## config.mk

```make
export PLATFORM = sky130hd
export DESIGN_NAME = alu_sched
export DESIGN_NICKNAME = d
export VERILOG_FILES = /design/src/rtl/alu_sched.sv
export SDC_FILE = /design/constraint.sdc
export NUM_CORES = 1
export LEC_CHECK = 0
export BUFFER_PORTS_ARGS = -buffer_cell sky130_fd_sc_hd__buf_4
export CAP_MARGIN = 25
export CORE_AREA = 3 3 112 114
export CTS_CLUSTER_SIZE = 14
export DETAILED_ROUTE_END_ITERATION = 10
export DIE_AREA = 0 0 115 117
export PLACE_DENSITY_LB_ADDON = 0.25
export SLEW_MARGIN = 20
export SYNTH_ARGS = -nofsm -noshare
export SYNTH_HDL_FRONTEND = slang
export SYNTH_SLANG_ARGS = --single-unit
```

## constraint.sdc

```tcl
create_clock -name clk -period 1.9 [get_ports clk]
set_input_delay 0.19 -clock clk [delete_from_list [all_inputs] [get_ports clk]]
set_output_delay 0.19 -clock clk [all_outputs]
set_load 0.02 [all_outputs]
```

## src/rtl/alu_sched.sv

```systemverilog
// alu_sched: round-robin scheduler for two requesters sharing one combinational ALU.
// Define ALU_SCHED_MUL_EN to run MUL as a MUL_LAT-cycle multicycle path; otherwise MUL is illegal.

`ifndef ADD
`define ADD 7'h01
`endif
`ifndef SUB
`define SUB 7'h02
`endif
`ifndef MUL
`define MUL 7'h03
`endif
`ifndef LDW
`define LDW 7'h10
`endif
`ifndef ALU_X
`define ALU_X 32'hDEAD_BEEF
`endif

module alu_sched #(
    parameter int unsigned MUL_LAT = 3
) (
    input  logic        clk,
    input  logic        rst_n,
    input  logic        req0_valid,
    output logic        req0_ready,
    input  logic [6:0]  req0_op,
    input  logic [31:0] req0_x,
    input  logic [31:0] req0_y,
    input  logic        req1_valid,
    output logic        req1_ready,
    input  logic [6:0]  req1_op,
    input  logic [31:0] req1_x,
    input  logic [31:0] req1_y,
    output logic [6:0]  alu_op,
    output logic [31:0] alu_x,
    output logic [31:0] alu_y,
    input  logic [31:0] alu_w,
    output logic        rsp_valid,
    input  logic        rsp_ready,
    output logic        rsp_id,
    output logic [31:0] rsp_data,
    output logic        rsp_illegal
);

    if (MUL_LAT < 1 || MUL_LAT > 15) begin : g_bad_mul_lat
        $error("alu_sched: MUL_LAT must be in 1..15");
    end

    typedef enum logic [1:0] {StIdle, StExec, StResp} state_e;

    state_e      state_q, state_d;
    logic [6:0]  op_q, op_d;
    logic [31:0] x_q, x_d;
    logic [31:0] y_q, y_d;
    logic        last_grant_q, last_grant_d;
    logic        illegal_q, illegal_d;
    logic        rsp_id_q, rsp_id_d;
    logic [31:0] rsp_data_q, rsp_data_d;
    logic        rsp_illegal_q, rsp_illegal_d;

    logic        grant;
    logic        sel_valid;
    logic [6:0]  sel_op;
    logic [31:0] sel_x;
    logic [31:0] sel_y;
    logic        sel_illegal;
    logic        accept;
    logic        exec_done;

`ifdef ALU_SCHED_MUL_EN
    logic [3:0]  cnt_q, cnt_d;
    logic        sel_mul;
`endif

    // Tie goes to whoever did not win last; a lone valid requester always wins.
    always_comb begin
        grant     = (req0_valid && req1_valid) ? ~last_grant_q : req1_valid;
        sel_valid = grant ? req1_valid : req0_valid;
        sel_op    = grant ? req1_op : req0_op;
        sel_x     = grant ? req1_x : req0_x;
        sel_y     = grant ? req1_y : req0_y;
        accept    = (state_q == StIdle) && rst_n && sel_valid;
    end

    assign req0_ready = accept && !grant;
    assign req1_ready = accept && grant;

    always_comb begin
        sel_illegal = 1'b1;
`ifdef ALU_SCHED_MUL_EN
        sel_mul     = 1'b0;
`endif
        case (sel_op)
            `ADD, `SUB: sel_illegal = 1'b0;
`ifdef ALU_SCHED_MUL_EN
            `MUL: begin
                sel_illegal = 1'b0;
                sel_mul     = 1'b1;
            end
`endif
            default: sel_illegal = 1'b1;
        endcase
    end

`ifdef ALU_SCHED_MUL_EN
    assign exec_done = (cnt_q == 4'd0);
`else
    assign exec_done = 1'b1;
`endif

    always_comb begin
        state_d       = state_q;
        op_d          = op_q;
        x_d           = x_q;
        y_d           = y_q;
        last_grant_d  = last_grant_q;
        illegal_d     = illegal_q;
        rsp_id_d      = rsp_id_q;
        rsp_data_d    = rsp_data_q;
        rsp_illegal_d = rsp_illegal_q;
`ifdef ALU_SCHED_MUL_EN
        cnt_d         = cnt_q;
`endif
        unique case (state_q)
            StIdle: begin
                if (accept) begin
                    // Illegal ops never reach the ALU, so its inputs do not toggle for them.
                    if (!sel_illegal) begin
                        op_d = sel_op;
                        x_d  = sel_x;
                        y_d  = sel_y;
                    end
                    illegal_d    = sel_illegal;
                    rsp_id_d     = grant;
                    last_grant_d = grant;
`ifdef ALU_SCHED_MUL_EN
                    cnt_d        = sel_mul ? 4'(MUL_LAT - 1) : 4'd0;
`endif
                    state_d      = StExec;
                end
            end
            StExec: begin
                if (exec_done) begin
                    rsp_data_d    = illegal_q ? `ALU_X : alu_w;
                    rsp_illegal_d = illegal_q;
                    state_d       = StResp;
                end
`ifdef ALU_SCHED_MUL_EN
                else begin
                    cnt_d = cnt_q - 4'd1;
                end
`endif
            end
            StResp: begin
                if (rsp_ready) begin
                    state_d = StIdle;
                end
            end
            default: state_d = StIdle;
        endcase
    end

    always_ff @(posedge clk) begin
        if (!rst_n) begin
            state_q       <= StIdle;
            op_q          <= 7'd0;
            x_q           <= 32'd0;
            y_q           <= 32'd0;
            last_grant_q  <= 1'b1;
            illegal_q     <= 1'b0;
            rsp_id_q      <= 1'b0;
            rsp_data_q    <= 32'd0;
            rsp_illegal_q <= 1'b0;
`ifdef ALU_SCHED_MUL_EN
            cnt_q         <= 4'd0;
`endif
        end else begin
            state_q       <= state_d;
            op_q          <= op_d;
            x_q           <= x_d;
            y_q           <= y_d;
            last_grant_q  <= last_grant_d;
            illegal_q     <= illegal_d;
            rsp_id_q      <= rsp_id_d;
            rsp_data_q    <= rsp_data_d;
            rsp_illegal_q <= rsp_illegal_d;
`ifdef ALU_SCHED_MUL_EN
            cnt_q         <= cnt_d;
`endif
        end
    end

    assign alu_op      = op_q;
    assign alu_x       = x_q;
    assign alu_y       = y_q;
    assign rsp_valid   = (state_q == StResp);
    assign rsp_id      = rsp_id_q;
    assign rsp_data    = rsp_data_q;
    assign rsp_illegal = rsp_illegal_q;

endmodule

```

Word-level counts from Yosys, hierarchy flattened
Cells that the tools add are included.
{"block": "word_totals", "register_bits": 109, "inputBits": 179, "output_inout_bits": 108, "wordCells": 37}
{"block": "classes", "eq_ne": 6, "muxes": 10, "bitwise_logic": 1, "n_reduce_logical": 11}
{"op": "$mux W32", "count": 3}
{"op": "$eq A7 B1 Y1 const B", "count": 1}
{"op": "$eq A7 B2 Y1 const B", "count": 1}
{"op": "$mux W7", "count": 1}
{"op": "$pmux W2 S3", "count": 1}
{"op": "$logic_and A1 B1 Y1", "count": 5}
{"op": "$mux W2", "count": 2}
{"op": "$reduce_and A2 Y1", "count": 2}
{"op": "$mux W1", "count": 3}
{"op": "$reduce_and A3 Y1", "count": 1}
{"op": "$eq A2 B1 Y1 const B", "count": 1}
{"op": "$eq A2 B2 Y1 const B", "count": 1}
{"op": "$logic_not A2 Y1", "count": 1}
{"op": "$ne A2 B1 Y1 const B", "count": 1}
{"op": "$ne A2 B2 Y1 const B", "count": 1}
{"op": "$reduce_or A2 Y1", "count": 1}
{"op": "$logic_not A1 Y1", "count": 1}
{"op": "$not A1 Y1", "count": 1}

Longest topological paths before layout
{"block": "depth", "ltp_word": 6, "ltp_mapped": 7, "depth_no_buf": 5}

Least setup slack after synthesis
No wires, ideal clock.
{"block": "synth_path", "kind": "input to register", "startpoint": "input port req0_op[2]", "endpoint": "register op_q[2], in the netlist alu_op[2]", "setup_time_ns": 0.116, "arrival_ns": 1.468, "t_required_ns": 1.784, "setup_slack_ns": 0.317, "path_stages": 6, "n_path_buf": 2, "path_cell_list": "or4_4 -> nor4_1 -> o21ai_1 -> buf_6 -> buf_6 -> and3_1"}
{"block": "synth_via", "elab_chain_len": 4, "elab_cells_between_ends": 5, "classes_between": "eq/ne: 2; mux: 1; reduce/logical: 2"}
{"item": "start, declared", "line_no": "27", "text": "input logic [6:0] req0_op,"}
{"item": "$mux W7 (*)", "line_no": "80", "text": "sel_op = grant ? req1_op : req0_op;"}
{"item": "$eq A7 B1 Y1 / $eq A7 B2 Y1 (equally long branches)", "line_no": "94", "text": "case (sel_op)"}
{"item": "$reduce_or A2 Y1", "line_no": "94"}
{"item": "$reduce_and A3 Y1 (no source line)"}
{"item": "end signal, assigned", "line_no": "180", "text": "op_q <= op_d;"}
{"item": "end, declared", "line_no": "53", "text": "logic [6:0] op_q, op_d;"}
Every way passes the cells marked *; elsewhere a longest branch is shown, timed or not.
A chain may end at the register's enable or synchronous reset.

Worst setup path after layout
{"block": "layout_path", "startpoint": "register state_q[1]", "endpoint": "output port req0_ready"}
{"block": "layout_via", "elab_chain_len": 4}
{"item": "start, declared", "line_no": "52", "text": "state_e state_q, state_d;"}
{"item": "start signal, assigned", "line_no": "166", "text": "state_q <= StIdle;"}
{"item": "start signal, assigned", "line_no": "179", "text": "state_q <= state_d;"}
{"item": "$logic_not A2 Y1", "line_no": "83", "text": "accept = (state_q == StIdle) && rst_n && sel_valid;"}
{"item": "$logic_and A1 B1 Y1 (2 in a row)", "line_no": "83"}
{"item": "$logic_and A1 B1 Y1", "line_no": "86", "text": "assign req0_ready = accept && !grant;"}
{"item": "end, declared", "line_no": "26", "text": "output logic req0_ready,"}
No other way between the ends.

==> qor.yml <==
run_status:
  status: "finished, final reports clean"
synthesis:
  synth_nets: 738
  synth_edf_count: 0
  ys_seq_area_share_pct: 43.2
  netlist_area_um2: 5050
  synthAdderAreaFrac_pct: 0
  synth_cell_types: 31
  synth_compound_area_share_pct: 12.6
  ys_warn_count: 0
  synthSimpleGateAreaFrac_pct: 25.9
  synth-xor-area-share_pct: 0.347
  ys_ff_latch: 109
  synth_async_sr_flop_share_pct: 0
  synth_top_family_by_area: "simple AND/OR/NAND/NOR gates"
  ys.flop_type: "dfxtp_1"
  synth_mux_area_share_pct: 12.7
  synth_cells: 559
  avgSynthCellArea_um2: 9.03
setup_path:
  worstPathMaxFanout: 4
  slowest_stage: "dfxtp_1"
  cp.arrival_ns: 1.54
  cp-start-kind: "flip-flop"
  cp_top_family: "simple AND/OR/NAND/NOR gates"
  crit_type: "reg2out"
  cp_num_buf_inv: 2
  cp_cell_sequence: "nor2_1 > o211ai_1 > buf_4 > nor2_1 > buf_4"
  worstSetupEndpointType: "output port"
  critPathRequiredTime_ns: 1.71
  worst_path_largest_cell_delay_ns: 0.34
detailed_routing:
  avgViaCountPerCell: 5.09
  drt_wl_total_um: 15000
  num_vias: 4920
  first_pass_iters: 4
  drtIter0Drc: 312
  drtAntennaViolNets: 0
  drc: 0
  routedWlPerCell_um: 15.6
power:
  power_frac_comb_pct: 18.8
  switching_share_pct: 25.3
  p_int_w: 0.00398
  p_leak_nw: 3.73
  ir_worst_vdd_uv: 424
  sequentialPowerShare_pct: 45.2
  p_clk_share_pct: 36.0
  p_per_area_nw_per_um2: 703
  p_switching_w: 0.00135
global_routing:
  grt_pass1_vias: 4832
  grt_max_degree: 71
  grt_first_pass_wirelength_um: 22800
  grt-ovfl-total: 0
  antenna_found_initial: 0
  grt_use_total_pct: 21.2
finish:
  diodes: 0
  area_growth_pct: 50.1
  fillers: 947
  nNetsFinal: 997
  design_area_um2: 7580
  layout-drive-gt1-share_pct: 39.2
die:
  die_h_um: 117
  placementRows: 39
  start_util_pct: 43.8
  io_pins: 287
  core-area_um2: 11500
  die_area_um2: 13500
  die_w_um: 115
flow_run:
  drv_cap: 0
timing:
  fin_crit_ns: 1.73
  rsz0062_at_grt: "false"
  skew_ns: 0.00855
  hold_ws_ns: 0.141
  maxSlewViolCount: 0
  hold_violations: 0
  fmaxAchievable_mhz: 579
  setup_viol: 0
  setup_slack_ns: 0.174
  setup_tns_ns: 0
  max_slew_margin_pct: 56.0
  finalCritPeriodShare_pct: 90.8
  worst_pin_slew_ns: 0.660
clock_tree:
  cts.repair.resized: 0
  cts.htree.levels: 3
  post_cts_buffers: 0
  cts_root_buffer: "clkbuf_16"
  tritoncts.num_buffers: 9
  clock_path_buffers: 2
  insertion_delay_ns: 0.34
  clock_sink_count: 109
  ctsHoldBuffers: 0
  cts.reportedPaths.clkPinSlew_ns: 0.07
  cts_tree: "built"
placement:
  portBuffers: 286
  gp_congestion: 0.784
  post-place-ws_ns: 0.0254
  dpl_cell_area_um2: 7260
  hpwl_um: 11700
min_path:
  hold_class: "in2reg"
[metal layers]
| metal | wire length, um | GRT usage, % | vias to the layer above |
|---|---|---|---|
| met3 | 1230 | 6.17 | 19 |
| li1 | - | - | 2463 |
| met5 | 0 | 0 | - |
| met4 | 286 | 7.28 | 0 |
| met2 | 7870 | 39.1 | 173 |
| met1 | 5670 | 23.4 | 2265 |
[synthesized netlist by cell type (all sizes together) (2+ instances only)]
| master | n | area (um2) |
|---|---|---|
| o21ai | 3 | 15.0 |
| nand2 | 76 | 285 |
| and3 | 6 | 37.5 |
| nand2b | 69 | 432 |
| nand3b | 8 | 60.1 |
| nor3 | 24 | 120 |
| clkbuf | 37 | 139 |
| o211ai | 65 | 488 |
| a21boi | 10 | 75.1 |
| buf | 15 | 119 |
| nor3b | 24 | 180 |
| nor2 | 26 | 97.6 |
| nor4 | 4 | 31.3 |
| a31o | 2 | 17.5 |
| dfxtp | 109 | 2180 |
| nor2b | 4 | 25.0 |
| xnor2 | 2 | 17.5 |
| a21oi | 3 | 15.0 |
| mux2i | 64 | 641 |
| or4 | 4 | 37.5 |
[cell usage in the layout (no fill, tap or decap), types with 2 or more instances in the layout]
cell type   count
a21oi_1         3
buf_4         298
nor3b_1        24
or4_1           2
nor2b_1         3
dfxtp_1       109
mux2i_1        64
clkinvlp_4      2
clkbuf_16       9
nor2_1         26
nor3_1         24
a21boi_0        9
nand2_1        76
nand2b_1       69
or4_4           2
clkbuf_8        2
xnor2_1         2
nand3b_1        8
o211ai_1       65
and3_1          6
nor4_1          3
o21ai_0         2
buf_12          2
[registers in the layout, summed over array words and instances, names as in the netlist]
register	cells
alu_op	7
alu_x	32
alu_y	32
illegal_q	1
last_grant_q	1
rsp_data	32
rsp_id	1
rsp_illegal	1
state_q	2
[power by group through the flow]
stage | registers [W] | logic, W | clock network (W)
after global placement | 0.00246 | 0.000983 | 0
after detailed placement | 0.00246 | 0.00101 | 0
after floorplan | 0.00254 | 0.000425 | 0
final | 0.00241 | 0.00100 | 0.00192
after global routing | 0.00242 | 0.00110 | 0.00204
after CTS | 0.00241 | 0.00101 | 0.00197
[per-stage QoR]
stage	instances	util [%]	total power [W]
finish	966	65.8	0.00533
global route	966	65.8	0.00556
CTS	966	65.8	0.00539
detailed placement	950	63.1	0.00347
global placement	950	63.1	0.00344
floorplan	559	-	0.00297
[path summary, 6_finish.rpt]
path	startpoint	end	slack, ns	cells after the start
max	state_q[1]	req0_ready	0.17	5
min	alu_w[4]	rsp_data[4]	0.14	3
min reg2reg	alu_y[13]	alu_y[13]	0.46	2
max reg2reg	last_grant_q	alu_y[7]	0.24	5
[final cells by class]
type / instances / area [um2] / area share, %
clock buffers: 11 / 253 / 3.34
repair buffers: 300 / 2280 / 30.1
multi-input cells: 397 / 2620 / 34.6
clock inverters: 5 / 58.8 / 0.776
flip-flops and latches: 109 / 2180 / 28.8
well taps: 143 / 179 / 2.36
inverters: 1 / 3.75 / 0.0495
[logic make-up after synthesis]
group | after synthesis
AOI/OAI and AO/OA | 86
xor gates and xnor gates | 2
buffers and inverters | 53
DFF | 109
muxes | 64
and+or+nand+nor | 245
[worst register-to-register path: stages (launching register included)]
cell,delay (ns)
dfxtp_1,0.39
a21bo_4,0.20
buf_4,0.54
nand2b_1,0.17
o211ai_1,0.15
mux2i_1,0.10
Power figures use the tool's default switching activity.
